<file path="config.mk">
export PLATFORM = sky130hd
export DESIGN_NAME = sdhc_dat_rx
export DESIGN_NICKNAME = d
export VERILOG_FILES = /design/src/rtl/sdhc_dat_rx.sv
export SDC_FILE = /design/constraint.sdc
export NUM_CORES = 1
export LEC_CHECK = 0
export BUFFER_PORTS_ARGS = -buffer_cell sky130_fd_sc_hd__clkbuf_2
export CORE_MARGIN = 1
export CORE_UTILIZATION = 50
export CTS_CLUSTER_DIAMETER = 100
export DETAILED_ROUTE_END_ITERATION = 6
export PLACE_DENSITY = 0.79
export SKIP_CTS_REPAIR_TIMING = 1
export SYNTH_ARGS = -nofsm -noshare
export SYNTH_HDL_FRONTEND = slang
export SYNTH_SLANG_ARGS = --single-unit
</file>
<file path="constraint.sdc">
create_clock -name clk_i -period 8.1 [get_ports clk_i]
set_input_delay 0.405 -clock clk_i [delete_from_list [all_inputs] [get_ports clk_i]]
set_output_delay 0.405 -clock clk_i [all_outputs]
set_load 0.02 [all_outputs]
</file>
<file path="src/rtl/sdhc_dat_rx.sv">
// SD card DAT[3:0] block receiver: SDR/DDR50 capture, byte assembly, per-line CRC16
// checking, end-bit check, start-bit timeout and abort.
module sdhc_dat_rx (
   input  logic        clk_i,
   input  logic        rst_i,
   input  logic [3:0]  dat_i,
   input  logic        ddr_en_i,
   input  logic        start_i,
   input  logic [9:0]  blk_len_i,
   input  logic [15:0] timeout_i,
   input  logic        abort_i,
   output logic [7:0]  data_o,
   output logic        data_valid_o,
   output logic        busy_o,
   output logic        done_o,
   output logic        crc_err_o,
   output logic        end_err_o,
   output logic        timeout_o
);

   localparam logic [2:0] StIdle      = 3'd0;
   localparam logic [2:0] StWaitStart = 3'd1;
   localparam logic [2:0] StData      = 3'd2;
   localparam logic [2:0] StCrc       = 3'd3;
   localparam logic [2:0] StEnd       = 3'd4;

   // Capture: pair_*_q holds {posedge sample, following negedge sample} of one card clock.
   logic [3:0] rise_q, fall_q, pair_rise_q, pair_fall_q;

   always_ff @(posedge clk_i or posedge rst_i) begin
      if (rst_i) begin
         rise_q      <= 4'h0;
         pair_rise_q <= 4'h0;
         pair_fall_q <= 4'h0;
      end else begin
         rise_q      <= dat_i;
         pair_rise_q <= rise_q;
         pair_fall_q <= fall_q;
      end
   end

   always_ff @(negedge clk_i or posedge rst_i) begin
      if (rst_i) begin
         fall_q <= 4'h0;
      end else begin
         fall_q <= dat_i;
      end
   end

   function automatic logic [15:0] crc16_step(input logic [15:0] crc, input logic bit_in);
      logic fb;
      fb = crc[15] ^ bit_in;
      return {crc[14:0], 1'b0} ^ (fb ? 16'h1021 : 16'h0000);
   endfunction

   logic [2:0]        state_q, state_d;
   logic              ddr_q, ddr_d;
   logic [9:0]        last_q, last_d;
   logic [15:0]       tmo_lim_q, tmo_lim_d;
   logic [15:0]       tmo_cnt_q, tmo_cnt_d;
   logic [9:0]        byte_cnt_q, byte_cnt_d;
   logic              phase_q, phase_d;
   logic [3:0]        crc_cnt_q, crc_cnt_d;
   logic [3:0]        nib_q, nib_d;
   logic [3:0][15:0]  crc_r_q, crc_r_d;
   logic [3:0][15:0]  crc_f_q, crc_f_d;
   logic [7:0]        data_q, data_d;
   logic              valid_q, valid_d;
   logic              done_q, done_d;
   logic              crc_err_q, crc_err_d;
   logic              end_err_q, end_err_d;
   logic              tmo_q, tmo_d;
   logic              crc_mis;
   logic              byte_done;

   always_comb begin
      state_d    = state_q;
      ddr_d      = ddr_q;
      last_d     = last_q;
      tmo_lim_d  = tmo_lim_q;
      tmo_cnt_d  = tmo_cnt_q;
      byte_cnt_d = byte_cnt_q;
      phase_d    = phase_q;
      crc_cnt_d  = crc_cnt_q;
      nib_d      = nib_q;
      crc_r_d    = crc_r_q;
      crc_f_d    = crc_f_q;
      data_d     = data_q;
      valid_d    = 1'b0;
      done_d     = 1'b0;
      crc_err_d  = crc_err_q;
      end_err_d  = end_err_q;
      tmo_d      = 1'b0;
      crc_mis    = 1'b0;
      byte_done  = 1'b0;

      case (state_q)
         StIdle: begin
            if (start_i && !abort_i) begin
               state_d    = StWaitStart;
               ddr_d      = ddr_en_i;
               last_d     = (blk_len_i == 10'd0) ? 10'd511 : blk_len_i - 10'd1;
               tmo_lim_d  = timeout_i;
               tmo_cnt_d  = 16'd0;
               byte_cnt_d = 10'd0;
               phase_d    = 1'b0;
               crc_cnt_d  = 4'd0;
               crc_r_d    = '0;
               crc_f_d    = '0;
               crc_err_d  = 1'b0;
               end_err_d  = 1'b0;
            end
         end

         StWaitStart: begin
            if (pair_rise_q == 4'h0) begin
               state_d = StData;
            end else if (tmo_lim_q != 16'd0 && tmo_cnt_q + 16'd1 == tmo_lim_q) begin
               tmo_d   = 1'b1;
               state_d = StIdle;
            end else begin
               tmo_cnt_d = tmo_cnt_q + 16'd1;
            end
         end

         StData: begin
            for (int l = 0; l < 4; l++) begin
               crc_r_d[l] = crc16_step(crc_r_q[l], pair_rise_q[l]);
               if (ddr_q) begin
                  crc_f_d[l] = crc16_step(crc_f_q[l], pair_fall_q[l]);
               end
            end
            if (ddr_q) begin
               data_d    = {pair_rise_q, pair_fall_q};
               byte_done = 1'b1;
            end else if (!phase_q) begin
               nib_d   = pair_rise_q;
               phase_d = 1'b1;
            end else begin
               data_d    = {nib_q, pair_rise_q};
               phase_d   = 1'b0;
               byte_done = 1'b1;
            end
            if (byte_done) begin
               valid_d = 1'b1;
               if (byte_cnt_q == last_q) begin
                  state_d   = StCrc;
                  crc_cnt_d = 4'd0;
               end else begin
                  byte_cnt_d = byte_cnt_q + 10'd1;
               end
            end
         end

         StCrc: begin
            // Compare MSB first, shifting each computed CRC out as it is checked.
            for (int l = 0; l < 4; l++) begin
               if (pair_rise_q[l] != crc_r_q[l][15]) crc_mis = 1'b1;
               crc_r_d[l] = {crc_r_q[l][14:0], 1'b0};
               if (ddr_q) begin
                  if (pair_fall_q[l] != crc_f_q[l][15]) crc_mis = 1'b1;
                  crc_f_d[l] = {crc_f_q[l][14:0], 1'b0};
               end
            end
            if (crc_mis) crc_err_d = 1'b1;
            crc_cnt_d = crc_cnt_q + 4'd1;
            if (crc_cnt_q == 4'd15) state_d = StEnd;
         end

         StEnd: begin
            if (pair_rise_q != 4'hF) end_err_d = 1'b1;
            done_d  = 1'b1;
            state_d = StIdle;
         end

         default: state_d = StIdle;
      endcase

      if (abort_i && state_q != StIdle) begin
         state_d = StIdle;
         done_d  = 1'b0;
         tmo_d   = 1'b0;
      end
   end

   always_ff @(posedge clk_i or posedge rst_i) begin
      if (rst_i) begin
         state_q    <= StIdle;
         ddr_q      <= 1'b0;
         last_q     <= 10'd0;
         tmo_lim_q  <= 16'd0;
         tmo_cnt_q  <= 16'd0;
         byte_cnt_q <= 10'd0;
         phase_q    <= 1'b0;
         crc_cnt_q  <= 4'd0;
         nib_q      <= 4'h0;
         crc_r_q    <= '0;
         crc_f_q    <= '0;
         data_q     <= 8'h00;
         valid_q    <= 1'b0;
         done_q     <= 1'b0;
         crc_err_q  <= 1'b0;
         end_err_q  <= 1'b0;
         tmo_q      <= 1'b0;
      end else begin
         state_q    <= state_d;
         ddr_q      <= ddr_d;
         last_q     <= last_d;
         tmo_lim_q  <= tmo_lim_d;
         tmo_cnt_q  <= tmo_cnt_d;
         byte_cnt_q <= byte_cnt_d;
         phase_q    <= phase_d;
         crc_cnt_q  <= crc_cnt_d;
         nib_q      <= nib_d;
         crc_r_q    <= crc_r_d;
         crc_f_q    <= crc_f_d;
         data_q     <= data_d;
         valid_q    <= valid_d;
         done_q     <= done_d;
         crc_err_q  <= crc_err_d;
         end_err_q  <= end_err_d;
         tmo_q      <= tmo_d;
      end
   end

   assign data_o       = data_q;
   assign data_valid_o = valid_q;
   assign busy_o       = (state_q != StIdle);
   assign done_o       = done_q;
   assign crc_err_o    = crc_err_q;
   assign end_err_o    = end_err_q;
   assign timeout_o    = tmo_q;

endmodule

</file>
==> results of run 1 <==
[kinds of logic (layout without fill, tap and decap cells)]
| family | after synthesis | in the layout |
|---|---|---|
| xor gates and xnor gates | 67 | 67 |
| buffers and inverters | 80 | 115 |
| DFF | 222 | 222 |
| muxes | 10 | 10 |
| AOI/OAI and AO/OA | 213 | 213 |
| and+or+nand+nor | 511 | 511 |
| adders and majority gates | 4 | 4 |
[synth_stat cells (4+ instances only)]
cell      number
ha_1           4
inv_1         10
nor3b_1        4
clkbuf_1      55
xor2_1        20
dfrtp_1      218
and2_1         7
nand3_1       35
mux2i_1       10
nand4_1       11
o31ai_1        7
a21oi_1       22
dfrtn_1        4
o21ai_0      149
nor4_1        11
xnor2_1       47
a21o_1         4
nand2_1      338
o211ai_1       5
nor2_1        39
nor3_1        16
or3_1         18
buf_2          8
and3_1        13
or4_1          4
a22o_1         6
[power groups by stage]
stage                     Sequential [mW]  Clock (mW)  Combinational, mW
after CTS                            1.26        1.19              0.333
after floorplan                      1.27           0              0.246
after global routing                 1.27        1.24              0.369
final                                1.26        1.17              0.330
after global placement               1.28           0              0.321
after detailed placement             1.28           0              0.331
[registers in the layout, summed over array words and instances (netlist names)]
name and cells:
crc_f_q 64, crc_r_q 64, tmo_cnt_q 16, tmo_lim_q 16, byte_cnt_q 10, last_q 10
data_o 8, crc_cnt_q 4, fall_q 4, nib_q 4, pair_fall_q 4, pair_rise_q 4
rise_q 4, state_q 3, crc_err_o 1, data_valid_o 1, ddr_q 1, done_o 1
end_err_o 1, phase_q 1, timeout_o 1
[stage by stage]
stage                     util, %  cells  hold slack (ps)
after floorplan                 -   1107            331.2
after global placement      53.45   1361            335.4
after detailed placement    53.45   1361            343.3
after CTS                   57.88   1405            1.988
after global routing        57.99   1407            1.674
final                       57.99   1407            20.11
[layout make-up]
| class | count | area share (%) |
|---|---|---|
| timing repair buffer | 61 | 3.018 |
| clock buffer | 35 | 6.543 |
| tap | 265 | 2.919 |
| clock inverter | 9 | 1.101 |
| multi-input combinational | 805 | 37.15 |
| sequential | 222 | 48.90 |
| inverter | 10 | 0.3635 |
[worst paths after layout]
path	start	end	slack [ps]	cells past startpoint
max	rst_i	fall_q[0]	3330	3
min	dat_i[1]	rise_q[1]	20	1
max reg2reg	fall_q[1]	pair_fall_q[1]	3580	0
min reg2reg	rise_q[0]	pair_rise_q[0]	360	0
max in group clk_i	dat_i[3]	fall_q[3]	3370	2
min in group asynchronous	rst_i	crc_f_q[14]	220	3
[cells in the final DEF, fill, tap and decap left out, types with 4 or more instances in the layout]
master and instances:
a21o_1 4, a21oi_1 21, a22o_1 6, and2_1 7, and3_1 12, buf_4 11
clkbuf_16 25, clkbuf_2 48, clkbuf_8 8, clkinv_2 4, dfrtn_1 4, dfrtp_1 218
ha_1 4, inv_1 9, mux2i_1 10, nand2_1 338, nand3_1 34, nand4_1 11
nor2_1 39, nor3_1 16, nor3b_1 4, nor4_1 11, o211ai_1 5, o21ai_0 149
o31ai_1 7, or3_1 18, or4_1 4, xnor2_1 47, xor2_1 20
[layer usage]
layer	global-route usage [%]	share of wire, %	vias to the layer above
met5	0	0	-
met4	7.223	2.3	0
met3	3.199	5.0	41
met2	33.51	48	188
met1	29.51	45	3681
li1	-	-	3773
==> results.yml, run 1 <==
clocking:
  cts_tree: "yes"
  cts.htree.levels: 1
  cts_made_buffers: 24
  clock_sinks: 222
  clk_latency_ps: 510
  cts_buffer_depth: 3
  root_buffer: "clkbuf_16"
  path_clk_slew_ps: 60
die:
  core_sq_um: 19590
  die_y_um: 144.0
  start_util_pct: 51.43
  die_area_sq_um: 20720
  pin_count: 49
  die_x_um: 144.0
  rows: 51
setup_path:
  path_cells: "clkbuf_2 -> clkinvlp_4 -> buf_4"
  end_kind: "async pin"
  cp_top_family: "buffers and inverters"
  cp_slowest_cell: "buf_4"
  cp_num_buf_inv: 3
  startpoint_type: "input pin"
  critPathKind: "input pin to async pin"
  crit_path_max_fanout: 75
  cp.required_ps: 4650
  critPathArrivalTime_ps: 1330
  slowest_delay_ps: 710
power:
  peakVddDrop_mv: 0.1440
  power.switching_mw: 0.7184
  fin_total_pwr_mw: 2.757
  seqPwrFrac_pct: 45.7
  p_int_mw: 2.039
  power_frac_clock_pct: 42.3
  swShare_pct: 26.05
  p_leak_nw: 4.979
  powerDensity_nw_per_um2: 242.7
  pwr-share-comb_pct: 12.0
synth:
  synth_top_cell_by_area: "dfrtp_1"
  synthMuxAreaShare_pct: 0.9935
  synth_top_family_by_area: "simple AND/OR/NAND/NOR gates"
  synthXorXnorAreaFrac_pct: 5.825
  yosys.area_share.simple_pct: 22.27
  syn-num-nets: 1146
  netlist_area_sq_um: 10070
  yosysSeqAreaShare_pct: 55.14
  synth.distinct_cells: 53
  synthTopCellsByArea: "dfrtp_1 54%, nand2_1 13%, o21ai_0 7.4%, xnor2_1 4.1%, clkbuf_1 2.0%"
  ys.flop_type: "dfrtp_1"
  yosysWarnings: 0
  yosysTopAreaCellShare_pct: 54.15
  synth_fa_ha_area_share_pct: 0.4968
  async_reset_ff_share_pct: 100.0
  synth_cells: 1107
  synth_compound_area_share_pct: 12.03
  synth_edf_count: 0
  avgSynthCellArea_sq_um: 9.101
  ys_seq_elements: 222
global_route:
  antenna_found_initial: 0
  grt_pass1_vias: 7170
  grt_max_degree: 121
  overflow: 0
  grt_pass1_wl_um: 34890
  grt.total_usage_pct: 21.10
final_layout:
  nets: 1163
  n_fill_cell: 1687
  multi_input_area_sq_um: 4220
  seq_area_sq_um: 5555
  diodes: 0
  fin_area_sq_um: 11360
  area_growth_syn_to_layout_pct: 12.75
  drive_gt1_share_pct: 10.16
placement:
  place.gp.congestion: 0.8705
  dp_slack_ps: 2715
  place_hpwl_um: 13070
  port_buffers: 48
  place_area_sq_um: 10470
route:
  ant_nets: 0
  wl_per_cell_um: 14.91
  viasPerCell: 5.461
  firstDrtPassIters: 5
  vias: 7683
  drt_wl_total_um: 20980
  drtIter0Drc: 723
  route.detailed.drc: 0
timing:
  relSlewSlack_pct: 35.64
  slew_viol_final: 0
  fin_ws_ps: 3328
  rsz0062_at_grt: "false"
  max_slew.worst_pin.slew_ps: 965.4
  setup_violations: 0
  clock_skew_ps: 9.356
  hold_violations: 0
  fin_setup_tns_ps: 0
hold_path:
  hold_path.class: "input pin to flop"
outcome:
  outcome: "completed"
job:
  max_cap_viol_count: 0
No activity file was read; power rests on OpenSTA's default activity.
==> run 2, diff against run 1 <==
ABC_AREA = 1   (was unset)
PLACE_DENSITY = 0.82   (was 0.79)
clock period = 4.1 ns   (was 8.1 ns; I/O delays follow)
==> run 2 against run 1 <==
Effect of this change: the run now ends with negative hold slack left; largest cell class unchanged; global-route usage is 0.26 points higher; critical path depth is 8 higher; clock power is 89% higher; worst hold slack worse by 24 ps; critical endpoint is now crc_f_q[23]; synthesized cell count is 6.4% higher.
==> results.yml, run 2 <==
synth:
  netlist_area_sq_um: 10140
  async_reset_ff_share_pct: 100.0
  ys.flop_type: "dfrtp_1"
  synth.most_common_cell: "dfrtp_1"
  synth_edf_count: 0
  synth_cells: 1178
  syn-num-nets: 1217
  ys_seq_elements: 222
  synth_top_cell_by_area: "dfrtp_1"
  yosysTopAreaCellShare_pct: 53.81
  synthTopCellsByCount: "218 x dfrtp_1, 213 x nand2_1, 195 x inv_1, 114 x o21ai_0, 110 x nand3_1"
  synth.distinct_cells: 44
  yosysSeqAreaShare_pct: 54.79
  avgSynthCellArea_sq_um: 8.607
  synthTopCellsByArea: "dfrtp_1 54%, nand2_1 7.9%, inv_1 7.2%, o21ai_0 5.6%, nand3_1 5.4%"
  yosysWarnings: 0
placement:
  dp.cells: 1456
  place_hpwl_um: 14270
  place.gp.congestion: 0.9043
  place_area_sq_um: 10610
  port_buffers: 48
global_route:
  grt.total_usage_pct: 21.36
  antenna_found_initial: 0
  overflow: 0
  grt_pass1_vias: 7585
  grt_max_degree: 132
  grt_pass1_wl_um: 35710
route:
  drtIter0Drc: 702
  ant_nets: 0
  viasPerCell: 5.338
  vias: 8130
  firstDrtPassIters: 5
  wl_per_cell_um: 14.37
  drt_wl_total_um: 21890
  route.detailed.drc: 0
power:
  p_leak_nw: 5.394
  powerDensity_nw_per_um2: 629.3
  power_frac_clock_pct: 30.0
  p_int_mw: 4.634
  fin_total_pwr_mw: 7.352
  power.switching_mw: 2.718
  seqPwrFrac_pct: 38.7
  swShare_pct: 36.98
  peakVddDrop_mv: 0.3367
  pwr-share-comb_pct: 31.3
setup_path:
  cp_slowest_cell: "a21oi_4"
  startpoint_type: "flop"
  critPathKind: "flop to flop"
  slowest_delay_ps: 810
  reg2reg_depth: 11
  critPathArrivalTime_ps: 3820
  cp.required_ps: 4510
  end_kind: "flop"
  path_cells: "nor2_1 -> inv_1 -> nor2_1 -> buf_4 -> inv_2 -> nand2_4 -> o21ai_2 -> a21oi_4 -> buf_4 -> nand3_1 -> o21ai_0"
  crit_path_max_fanout: 55
final_layout:
  n_fill_cell: 1622
  layout_common_cells: "218 x dfrtp_1, 213 x nand2_1, 194 x inv_1, 114 x o21ai_0, 110 x nand3_1"
  drive_gt1_share_pct: 10.33
  seq_area_sq_um: 5555
  layout_commonest_cell: "dfrtp_1"
  multi_input_area_sq_um: 3631
  diodes: 0
  nets: 1281
  finalCoreUtilization_pct: 59.45
  area_growth_syn_to_layout_pct: 15.24
  finalNonFillerCells: 1523
  fin_area_sq_um: 11680
  top_regs: "crc_f_q x64, crc_r_q x64"
timing:
  clock_skew_ps: 11.57
  hold_ws_ps: -3.855
  max_freq_ghz: 0.2936
  finalCritPeriodShare_pct: 83.08
  relSlewSlack_pct: 32.01
  setup_violations: 0
  rsz0062_at_grt: "false"
  max_slew.worst_pin.slew_ps: 1020
  fin_crit_ps: 3406
  hold_violations: 2
  slew_viol_final: 0
hold_path:
  hold_path.class: "input pin to flop"
  min_delay_path_depth: 3
clocking:
  cts_made_buffers: 24
  cts_tree: "yes"
  path_clk_slew_ps: 60
  cts.htree.levels: 1
  root_buffer: "clkbuf_16"
  clk_latency_ps: 510
  cts_buffer_depth: 3
  clock_sinks: 222
outcome:
  outcome: "finished, violations left"
  failed_checks: "negative hold slack"
die:
  pin_count: 49
  start_util_pct: 51.59
  core_sq_um: 19650
  rows: 51
  die_x_um: 144.4
  die_area_sq_um: 20850
  die_y_um: 144.4
job:
  max_cap_viol_count: 0
-- run 2: changes by cell type after synthesis, moves of 35 or more --
cell / previous run / this run
nand3_1: 35 / 110
o21ai_0: 149 / 114
xnor2_1: 47 / 6
o22ai_1: 1 / 54
nand2_1: 338 / 213
inv_1: 10 / 195
-- run 2: routing by layer --
layer / global-route usage, % / up-vias / share of wire, %
met5: 0 / - / 0
met4: 6.094 / 0 / 2.3
met3: 3.675 / 46 / 5.6
met2: 35.43 / 221 / 47
met1: 28.81 / 3893 / 45
li1: - / 3970 / -
-- run 2: path summary, 6_finish.rpt --
path                                  from             end  slack, ps
max in group asynchronous            rst_i       fall_q[1]       1720
worst min register to register   rise_q[2]  pair_rise_q[2]        340
worst min-delay path              ddr_en_i           ddr_q         -4
worst max-delay path            state_q[2]     crc_f_q[23]        690
worst max register to register  state_q[2]     crc_f_q[23]        690
min in group asynchronous            rst_i       rise_q[3]        230
-- run 2: cell families (layout without fill, tap and decap cells) --
logic type	Yosys count	in the layout	synth area share (%)
buffers and inverters	244	324	9.466
multiplexers	7	7	0.7775
XOR/XNOR	20	20	1.728
adder cells (fa/ha/maj)	4	4	0.4937
flip-flops	222	222	54.79
AND/OR/NAND/NOR	449	449	19.92
AO/OA/AOI/OAI	232	232	12.82
-- run 2: worst max-delay path: cells and delay by family (launching register included) --
| kind | cells | cell delay (ps) |
|---|---|---|
| AO/OA/AOI/OAI | 3 | 1200 |
| buffers and inverters | 4 | 840 |
| AND/OR/NAND/NOR | 4 | 820 |
| flip-flops | 1 | 430 |
-- run 2: power groups by stage --
stage,logic [mW],registers (mW),clock network (mW)
2_1_floorplan,1.78,2.83,0
3_3_place_gp,2.19,2.85,0
3_5_place_dp,2.26,2.87,0
4_1_cts,2.28,2.84,2.25
5_1_grt,2.57,2.89,2.36
6_report,2.30,2.84,2.21
-- run 2: final cells by class --
class,instances,share of cell area [%]
multi-input cells,712,31.08
clock inverters,8,0.9852
inverters,199,6.425
flip-flops and latches,222,47.55
repair buffers,83,5.055
well taps,265,2.838
clock buffers,34,6.072
-- run 2: through the flow --
stage | worst slack [ps] | TNS (ps)
final | 693.6 | 0
after global routing | 365.7 | 0
after CTS | 707.2 | 0
after detailed placement | 731.1 | 0
after global placement | 892.2 | 0
after floorplan | -918.2 | -3673
==> run 3, diff against run 2 <==
ABC_AREA = 0   (was 1)
PLACE_DENSITY = 0.79   (was 0.82)
clock period = 3.24 ns   (was 4.1 ns; I/O delays follow)
==> run 3 against run 2 <==
Effect of this change: the run still ends with negative hold slack left; first-iteration DRC count shrank 15%; design area shrank 0.26%; wire length grew 0.47%; combinational power shrank 60%; die area shrank 0.62%; maximum frequency grew 9.9%.
==> results.yml, run 3 (synthesis gave the netlist of run 1 again) <==
global_route:
  use_met2_pct: 35.57
  overflow: 0
  grt_pass1_wl_um: 36520
  grt.total_usage_pct: 21.98
  use_met3_pct: 3.332
  grt_pass1_vias: 7396
  grt_max_degree: 121
  globalRouteMet1Util_pct: 30.69
  grt.busiest_layer: "met2"
  antenna_found_initial: 0
clocking:
  clock_sinks: 222
  root_buffer: "clkbuf_16"
  cts_buffer_depth: 3
  cts_tree: "yes"
  cts_made_buffers: 23
  cts.htree.levels: 1
  path_clk_slew_ps: 60
  clk_latency_ps: 520
outcome:
  outcome: "finished, violations left"
  failed_checks: "negative hold slack"
final_layout:
  top_regs: "crc_f_q x64, crc_r_q x64"
  layout_common_cells: "338 x nand2_1, 218 x dfrtp_1, 149 x o21ai_0, 48 x clkbuf_2, 47 x xnor2_1"
  nets: 1197
  layout_commonest_cell: "nand2_1"
  diodes: 0
  area_growth_syn_to_layout_pct: 15.67
  drive_gt1_share_pct: 10.40
  finalCoreUtilization_pct: 59.49
route:
  drtIter0Drc: 596
  viasPerCell: 5.424
  firstDrtPassIters: 5
  ant_nets: 0
  wl_per_cell_um: 15.30
  vias: 7800
  drt_wl_total_um: 22000
  route.detailed.drc: 0
power:
  powerDensity_nw_per_um2: 590.5
  swShare_pct: 26.66
  pwr-share-comb_pct: 13.2
  power_frac_clock_pct: 41.3
  p_leak_nw: 5.100
  peakVddDrop_mv: 0.4961
  power.switching_mw: 1.835
  p_int_mw: 5.046
  seqPwrFrac_pct: 45.5
setup_path:
  reg2reg_depth: 9
  ff2ff_setup_slack_ps: 140
  startpoint_type: "flop"
  critPathArrivalTime_ps: 3510
  critPathKind: "flop to flop"
  end_kind: "flop"
  cp.required_ps: 3650
  crit_path_max_fanout: 10
placement:
  place_hpwl_um: 13910
  place.gp.congestion: 0.8867
  port_buffers: 48
  dp_slack_ps: 140.5
die:
  die_area_sq_um: 20720
  die_x_um: 144.0
  rows: 51
  core_sq_um: 19590
  pin_count: 49
  start_util_pct: 51.43
  die_y_um: 144.0
timing:
  relSlewSlack_pct: 34.29
  hold_ws_ps: -7.613
  clock_skew_ps: 9.915
  finalCritPeriodShare_pct: 95.69
  max_freq_ghz: 0.3225
  fin_setup_tns_ps: 0
  setup_violations: 0
  fin_crit_ps: 3100
  slew_viol_final: 0
  fin_ws_ps: 139.5
  hold_violations: 4
  rsz0062_at_grt: "false"
  max_slew.worst_pin.slew_ps: 985.6
job:
  max_cap_viol_count: 0
hold_path:
  min_delay_path_depth: 3
  hold_path.class: "input pin to flop"
## run 3: cell count changes in the layout (fill, tap and decap cells not counted), moves of 9 or more
cell     before  now
nor3_1        7   16
buf_4         8   21
o21ai_1      12    0
nor2_1       68   39
mux2i_1       0   10
o21ai_0     114  149
o22ai_1      54    1
xnor2_1       6   47
and3_1        0   12
or3_1         0   18
nand2_1     213  338
inv_1       194    9
nand3_1     110   34
## run 3: power by group through the flow
stage,registers [mW],clock network [mW],logic [mW]
2_1_floorplan,3.17,0,0.616
3_3_place_gp,3.17,0,0.859
3_5_place_dp,3.18,0,0.879
4_1_cts,3.13,2.90,0.884
5_1_grt,3.15,3.01,1.01
6_report,3.13,2.84,0.909
## run 3: worst paths after layout
check | from | end
setup reg to reg | tmo_cnt_q[1] | tmo_cnt_q[6]
max in group asynchronous | rst_i | fall_q[1]
setup / recovery | tmo_cnt_q[1] | tmo_cnt_q[6]
hold reg to reg | rise_q[0] | pair_rise_q[0]
min in group asynchronous | rst_i | rise_q[3]
hold / removal | blk_len_i[7] | last_q[7]
## run 3: area by class of cell
type	instances	area [sq um]
Fill cell	1649	7936
Multi-Input combinational cell	805	4232
Clock buffer	27	600.6
Clock inverter	13	215.2
Sequential cell	222	5555
Inverter	10	41.29
Tap cell	265	331.6
Timing Repair Buffer	96	678.2
## run 3: routing by layer
metal	up-vias	routed length, um	share of wire [%]
met5	-	0	0
met4	0	530	2.4
met3	39	863	3.9
met2	156	10650	48
met1	3784	9953	45
li1	3821	-	-
## run 3: worst max-delay path, stage by stage, from the launching register on
cell       delay (ps)
dfrtp_1           470
ha_1              270
nand3_4           140
or4_1             580
or4b_1            480
a31oi_1           280
o2111ai_4         250
nand3_4           230
o311ai_1          120
a21o_1            170
## run 3: stage by stage
stage	cell area, sq um	power [mW]	std cells
final	11650	6.881	1438
after global routing	11650	7.174	1438
after global placement	10570	4.028	1372
after CTS	11380	6.908	1412
after detailed placement	10570	4.056	1372
after floorplan	10080	3.784	1107
